[src/rtl/param_sync_fifo.sv]
// Single-clock parameterised FIFO with registered status flags and overflow/underflow pulses.
// Define FIFO_FWFT_EN for first-word-fall-through (zero-latency) reads; default is a registered 1-cycle read.
module param_sync_fifo #(
  parameter int WIDTH    = 8,
  parameter int DEPTH    = 16,
  parameter int ADD      = 4,
  parameter int AF_LEVEL = 14,
  parameter int AE_LEVEL = 2
) (
  input  logic             clk,
  input  logic             rst,
  input  logic             wr,
  input  logic             rd,
  input  logic [WIDTH-1:0] din,
  output logic [WIDTH-1:0] dout,
  output logic             full,
  output logic             empty,
  output logic             almost_full,
  output logic             almost_empty,
  output logic [ADD:0]     count,
  output logic             overflow,
  output logic             underflow
);

  localparam logic [ADD:0] DEPTH_C = (ADD+1)'(DEPTH);
  localparam logic [ADD:0] AF_C    = (ADD+1)'(AF_LEVEL);
  localparam logic [ADD:0] AE_C    = (ADD+1)'(AE_LEVEL);

  logic [WIDTH-1:0] mem [DEPTH];
  logic [ADD-1:0]   wptr;
  logic [ADD-1:0]   rptr;
  logic             rd_acc;
  logic             wr_acc;
  logic [ADD:0]     count_nxt;

  // A write into a full FIFO is still accepted when a read frees a slot on the same edge.
  always_comb begin
    rd_acc    = rd && !empty;
    wr_acc    = wr && (!full || rd_acc);
    count_nxt = count;
    if (wr_acc && !rd_acc)
      count_nxt = count + 1'b1;
    else if (rd_acc && !wr_acc)
      count_nxt = count - 1'b1;
  end

  always_ff @(posedge clk) begin
    if (rst) begin
      wptr         <= '0;
      rptr         <= '0;
      count        <= '0;
      full         <= 1'b0;
      empty        <= 1'b1;
      almost_full  <= 1'b0;
      almost_empty <= 1'b1;
      overflow     <= 1'b0;
      underflow    <= 1'b0;
    end else begin
      if (wr_acc) wptr <= wptr + 1'b1;
      if (rd_acc) rptr <= rptr + 1'b1;
      count        <= count_nxt;
      full         <= (count_nxt == DEPTH_C);
      empty        <= (count_nxt == '0);
      almost_full  <= (count_nxt >= AF_C);
      almost_empty <= (count_nxt <= AE_C);
      overflow     <= wr && !wr_acc;
      underflow    <= rd && empty;
    end
  end

  // Storage is deliberately not reset; stale words are unreachable once the pointers clear.
  always_ff @(posedge clk) begin
    if (!rst && wr_acc)
      mem[wptr] <= din;
  end

`ifdef FIFO_FWFT_EN
  always_comb begin
    dout = '0;
    if (!empty)
      dout = mem[rptr];
  end
`else
  always_ff @(posedge clk) begin
    if (rst)
      dout <= '0;
    else if (rd_acc)
      dout <= mem[rptr];
  end
`endif

endmodule

[config.mk]
export PLATFORM = sky130hd
export DESIGN_NAME = param_sync_fifo
export DESIGN_NICKNAME = d
export VERILOG_FILES = /design/src/rtl/param_sync_fifo.sv
export SDC_FILE = /design/constraint.sdc
export NUM_CORES = 1
export LEC_CHECK = 0
export ABC_AREA = 1
export CORE_MARGIN = 2
export CORE_UTILIZATION = 54
export CTS_CLUSTER_SIZE = 25
export DETAILED_ROUTE_END_ITERATION = 12
export HOLD_SLACK_MARGIN = 0.08
export PLACE_DENSITY = 0.77
export SYNTH_ARGS = -nofsm -noshare
export SYNTH_HDL_FRONTEND = slang
export SYNTH_SLANG_ARGS = --single-unit
[constraint.sdc]
create_clock -name clk -period 1.7 [get_ports clk]
set_input_delay 0.17 -clock clk [delete_from_list [all_inputs] [get_ports clk]]
set_output_delay 0.17 -clock clk [all_outputs]
set_load 0.01 [all_outputs]
==> flow_summary.json, run 1 <==
{
  "run_status": "completed",
  "track_usage_pct": 25.8,
  "synth-seq-cells": 155,
  "cp_slowest_stage_delay_ns": 0.33,
  "worstReg2RegEnd": "mem[13][2]",
  "h-tree-depth": 4,
  "vias_per_cell": 5.76,
  "hold_path.startpoint": "rd",
  "synth_area_leaders": "edfxtp_1 59%, nand2_1 11%, nand3_1 8.4%",
  "hp-class": "in2reg",
  "holdBufCountCts": 0,
  "ys_seq_area_share_pct": 67.2,
  "worst_pin_slew_ns": 0.323,
  "p_total_uw": 9920,
  "crit_end": "mem[13][2]",
  "critPathTopFamily": "simple AND/OR/NAND/NOR gates",
  "final_nets": 707,
  "hold_path_depth": 4,
  "fmax_ghz": 0.610,
  "drv_cap": 0,
  "synth_fp_nets": 643,
  "io_buffers": 30,
  "synth_top_area_share_pct": 58.9,
  "ir_worst_vdd_mv": 0.833,
  "path_buf_inv": 3,
  "ctsRootBufferMaster": "clkbuf_16",
  "ys.flop_type": "edfxtp_1",
  "area_delta_synth_final_pct": 22.3,
  "final_area_um2": 7980,
  "synth_top_area_cell": "edfxtp_1",
  "drive_gt1_share_pct": 15.4,
  "path_cells": "inv_2 -> nand2_2 -> nand2_1 -> nand2_1 -> nor2_1 -> buf_4 -> nand2_2 -> nor2_2 -> buf_4",
  "firstDrtPassIters": 6,
  "cp.required_ns": 1.84,
  "ys_warn_count": 0,
  "stdcell_count": 848,
  "cp_data_arrival_time_ns": 1.77,
  "clk_latency_ns": 0.43,
  "num_rows": 40,
  "diodes": 0,
  "routabilityCongestion": 0.844,
  "route.detailed.drc": 0,
  "crit_start": "empty",
  "wl_met1_mm": 5.99,
  "cellLeakagePower_uw": 0.00309,
  "clock-sinks": 155,
  "core_area_um2": 11900,
  "placed_cells": 816,
  "initial_utilization_pct": 54.8,
  "met3_wirelength_mm": 1.47,
  "placedInstanceArea_um2": 7230,
  "num_vias": 4884,
  "cts_tree": "done",
  "max-clock-path-buffers": 2,
  "synth_most_common_cell": "nand2_1",
  "yosysUniqueCellTypes": 30,
  "slew_violations": 0,
  "synth_common_cells": "197 x nand2_1, 128 x edfxtp_1, 110 x nand3_1",
  "cts_inserted_buffers": 17,
  "fin_skew_ns": 0.00697,
  "top_layer": "met4",
  "async_flop_share_pct": 0,
  "crit_fanout": 6,
  "fill_cells": 835,
  "setup_viol": 0,
  "syn_inst": 624,
  "wirelength_mm": 15.9,
  "hold_violations": 0,
  "grt_first_pass_wirelength_mm": 24.8,
  "timing.hold.ws_ns": 0.498,
  "ant_nets": 0,
  "setup_tns_ns": 0,
  "fp.dieH_um": 114,
  "synth_edf_count": 128,
  "endpoint_kind": "register",
  "p_per_area_nw_per_um2": 1240,
  "rsz0062_at_grt": "yes",
  "synth.avg_cell_area_um2": 10.5,
  "crit_cells": 9,
  "wl_per_cell_um": 18.8,
  "wl_met2_mm": 8.01,
  "start_kind": "register",
  "post-route-period-util_pct": 96.4,
  "grt_pass1_vias": 4851,
  "grt_max_degree": 41,
  "drt_iter0_markers": 553,
  "antenna_found_initial": 0,
  "die_area_um2": 13000,
  "gr-total-overflow": 0,
  "layout_min_cycle_time_ns": 1.64,
  "syn_area_um2": 6530,
  "dp_hpwl_mm": 10.2,
  "clk_pin_slew_ns": 0.06,
  "worst-setup-path-type": "reg2reg",
  "die_w_um": 114,
  "slew_headroom_pct": 78.4,
  "r2r.worst_path.cells": 9,
  "r2r_slack_ns": 0.06,
  "slowest_stage": "dfxtp_1",
  "reg2reg_from": "empty",
  "io_pins": 31
}
-- state kept, by name (all words and copies together), names as in the netlist --
register	flops
mem	128
underflow	1
full	1
dout	8
rptr	4
almost_empty	1
overflow	1
wptr	4
almost_full	1
count	5
empty	1
-- cell families (layout without fill, tap and decap cells) --
logic type               after synthesis  count (layout)  synth area share (%)
adder cells (fa/ha/maj)                7               7                  1.34
AO/OA/AOI/OAI                         31              31                  2.51
AND/OR/NAND/NOR                      369             369                  24.3
buffers and inverters                 59             136                  4.25
XOR/XNOR                               3               3                 0.403
flip-flops                           155             155                  67.2
-- per-stage QoR --
stage | setup slack (ns) | util [%]
2_1_floorplan | -0.0751 | -
3_3_place_gp | -0.229 | 60.7
3_5_place_dp | -0.294 | 60.7
4_1_cts | -0.00118 | 66.5
5_1_grt | -0.0421 | 67.0
6_report | 0.0619 | 67.0
-- worst min-delay path: cells and delay by family --
kind | cells | cell delay (ns)
buffers and inverters | 2 | 0.62
AND/OR/NAND/NOR | 2 | 0.08
-- repair_timing --
action,4_1_cts,5_1_grt
setup buffers,0,0
gates resized for setup,1,21
setup endpoints to repair,9,132
pin swaps,0,2
hold endpoints to repair,0,0
-- routing by layer --
metal / track usage [%] / up-vias
met4: 13.5 / 0
li1: - / 2252
met3: 6.43 / 51
met1: 32.2 / 2305
met5: 0 / -
met2: 41.8 / 276
-- worst min-delay path by stage --
| stage | slack, ns | endpoint |
|---|---|---|
| after floorplan | 0.27 | mem[0][0] |
| after global placement | 0.50 | overflow |
| after detailed placement | 0.49 | overflow |
| after CTS | 0.49 | underflow |
| after global routing | 0.51 | underflow |
| final | 0.50 | underflow |
-- final cells by class --
cell class	instances	area, µm²	area share, %
sequential	155	4390	55.0
multi-input combinational	410	1900	23.9
timing repair buffer	75	703	8.81
clock buffer	20	447	5.60
clock inverter	12	243	3.04
tap	147	184	2.30
inverter	29	113	1.41
-- cells in the final DEF (no fill, tap or decap), types with 2 or more instances in the layout --
| cell | n |
|---|---|
| bufinv_16 | 7 |
| inv_1 | 22 |
| buf_12 | 4 |
| o21ai_1 | 8 |
| nor2_1 | 38 |
| clkbuf_16 | 17 |
| dfxtp_2 | 4 |
| clkbuf_1 | 2 |
| o21ai_0 | 4 |
| clkdlybuf4s50_1 | 30 |
| buf_4 | 37 |
| nor2_4 | 2 |
| nand3_2 | 4 |
| inv_2 | 6 |
| edfxtp_1 | 128 |
| dfxtp_1 | 23 |
| nand2_2 | 5 |
| a21oi_1 | 17 |
| nand3_1 | 110 |
| nand4_1 | 2 |
| buf_6 | 4 |
| xor2_1 | 2 |
| nor2_2 | 10 |
| clkinvlp_4 | 3 |
| nor3_1 | 2 |
| nand2_1 | 193 |
| ha_1 | 7 |
-- power breakdown --
group	internal (µW)	switching [µW]
clock network	2930	1450
registers	4200	70.2
logic	477	786
No activity file was read; power rests on OpenSTA's default activity.
==> run 2: changes to the inputs <==
CAP_MARGIN = 10   (was default)
REMOVE_ABC_BUFFERS = 1   (was default)
==> run 2 against run 1 <==
Sequential share of layout area rose by 1.5 points. Die area did not move. Clock skew rose by 0.0013 ns. Sequential power barely moved. Flip-flop and latch count did not move. Largest cell class unchanged.
==> flow_summary.json, run 2 (same netlist as run 1, synthesis figures left out) <==
{
  "run_status": "completed",
  "setup_viol": 0,
  "fin_skew_ns": 0.00830,
  "drv_cap": 0,
  "slew_violations": 0,
  "die_area_um2": 13000,
  "grtUsageMet1_pct": 33.1,
  "final_common_cell": "nand2_1",
  "h-tree-depth": 4,
  "dp_hpwl_mm": 10.1,
  "worst_slack_ns": 0.0850,
  "reg2reg_from": "empty",
  "gr-total-overflow": 0,
  "cp_data_arrival_time_ns": 1.75,
  "worst_pin_slew_ns": 0.349,
  "cts_inserted_buffers": 17,
  "grt_max_degree": 58,
  "largestRegisters": "mem (128), dout (8), count (5)",
  "firstDrtPassIters": 5,
  "cellLeakagePower_uw": 0.00300,
  "clk_pin_slew_ns": 0.06,
  "start_kind": "register",
  "worst-setup-path-type": "reg2reg",
  "r2r.worst_path.cells": 8,
  "post_cts_buffers": 0,
  "num_vias": 4641,
  "post-route-period-util_pct": 95.0,
  "num_rows": 40,
  "hp-class": "in2reg",
  "route.detailed.drc": 0,
  "die_w_um": 114,
  "met2_usage_pct": 39.5,
  "fin_util_pct": 65.3,
  "hold_violations": 0,
  "track_usage_pct": 24.5,
  "cts_tree": "done",
  "diodes": 0,
  "layout_min_cycle_time_ns": 1.61,
  "setup_tns_ns": 0,
  "drt_iter0_markers": 542,
  "regMostFlops": "mem",
  "hold_path.startpoint": "rd",
  "hold_path_depth": 4,
  "io_pins": 31,
  "gr-usage-met3_pct": 4.89,
  "fmax_ghz": 0.619,
  "grt_pass1_vias": 4336,
  "initial_utilization_pct": 54.8,
  "fp.dieH_um": 114,
  "vias_per_cell": 5.50,
  "wl_per_cell_um": 17.6,
  "final_nets": 704,
  "rsz0062_at_grt": "no",
  "core_area_um2": 11900,
  "hold_path_end": "underflow",
  "p_total_uw": 9000,
  "slew_headroom_pct": 76.7,
  "largest_reg_flops": 128,
  "r2r_slack_ns": 0.09,
  "cp.required_ns": 1.84,
  "antenna_found_initial": 0,
  "endpoint_kind": "register",
  "clock-sinks": 155,
  "ir_worst_vdd_mv": 0.702,
  "max-clock-path-buffers": 2,
  "busiest_layer": "met2",
  "dpl_worst_slack_ns": -0.375,
  "p_per_area_nw_per_um2": 1160,
  "ctsRootBufferMaster": "clkbuf_16",
  "holdBufCountCts": 0,
  "grt_first_pass_wirelength_mm": 23.3,
  "ant_nets": 0,
  "area_delta_synth_final_pct": 19.1,
  "wirelength_mm": 14.9,
  "drive_gt1_share_pct": 12.9,
  "io_buffers": 30,
  "crit_fanout": 8,
  "worstReg2RegEnd": "mem[7][1]",
  "final_cell_mix": "193 x nand2_1, 128 x edfxtp_1, 110 x nand3_1",
  "routabilityCongestion": 0.914,
  "clk_latency_ns": 0.43
}
run 2: cell types whose count changed in the layout (fill, tap and decap cells not counted), sizes merged:
cell,before,now
bufinv,7,2
buf,45,42
clkinv,3,7
run 2: what timing repair did:
| action | 4_1_cts | 5_1_grt |
|---|---|---|
| resized for setup | 2 | 7 |
| pin swaps | 0 | 0 |
| gates cloned | 0 | 0 |
| setup endpoints to repair | 128 | 120 |
run 2: worst max path at each step:
stage | start | endpoint | slack, ns | cells after the start
2_1_floorplan | rptr[0] | dout[0] | -1.06 | 9
3_3_place_gp | rd | mem[15][2] | -0.30 | 8
3_5_place_dp | rd | mem[7][1] | -0.37 | 8
4_1_cts | count[2] | count[2] | 0.001 | 1
5_1_grt | empty | mem[11][7] | 0.002 | 8
6_report | empty | mem[7][1] | 0.09 | 8
run 2: per-stage QoR:
stage | instances | cell area, µm² | hold WS, ns
finish | 844 | 7770 | 0.454
global route | 844 | 7770 | 0.476
CTS | 844 | 7760 | 0.447
detailed placement | 813 | 7210 | 0.482
global placement | 813 | 7210 | 0.467
floorplan | 594 | 6360 | 0.239
run 2: power breakdown:
part | total (µW) | internal (µW) | switching, µW
logic | 1240 | 465 | 779
clock network | 3490 | 2110 | 1380
registers | 4270 | 4200 | 66.9
total | 9000 | 6780 | 2220
run 2: area by class of cell:
cell class              instances  area, µm²
well taps                     147        184
flip-flops and latches        155       4390
repair buffers                 72        666
inverters                      29        113
clock buffers                  20        437
clock inverters                11        104
multi-input cells             410       1880
fillers                       890       4140
run 2: per-layer routing:
metal  part of all wire, %  routed length, µm  up-vias
li1                      -                  -     2242
met1                    42               6240     2187
met2                    49               7320      184
met3                   6.4                945       28
met4                   2.4                356        0
met5                     0                  0        -
run 2: critical path: stages, from the launching register on:
cell	delay [ns]
dfxtp_1	0.34
inv_2	0.08
nand2_2	0.05
nand2_1	0.08
nand2_1	0.11
nor2_4	0.18
nand2_2	0.15
nor2_1	0.15
buf_4	0.19
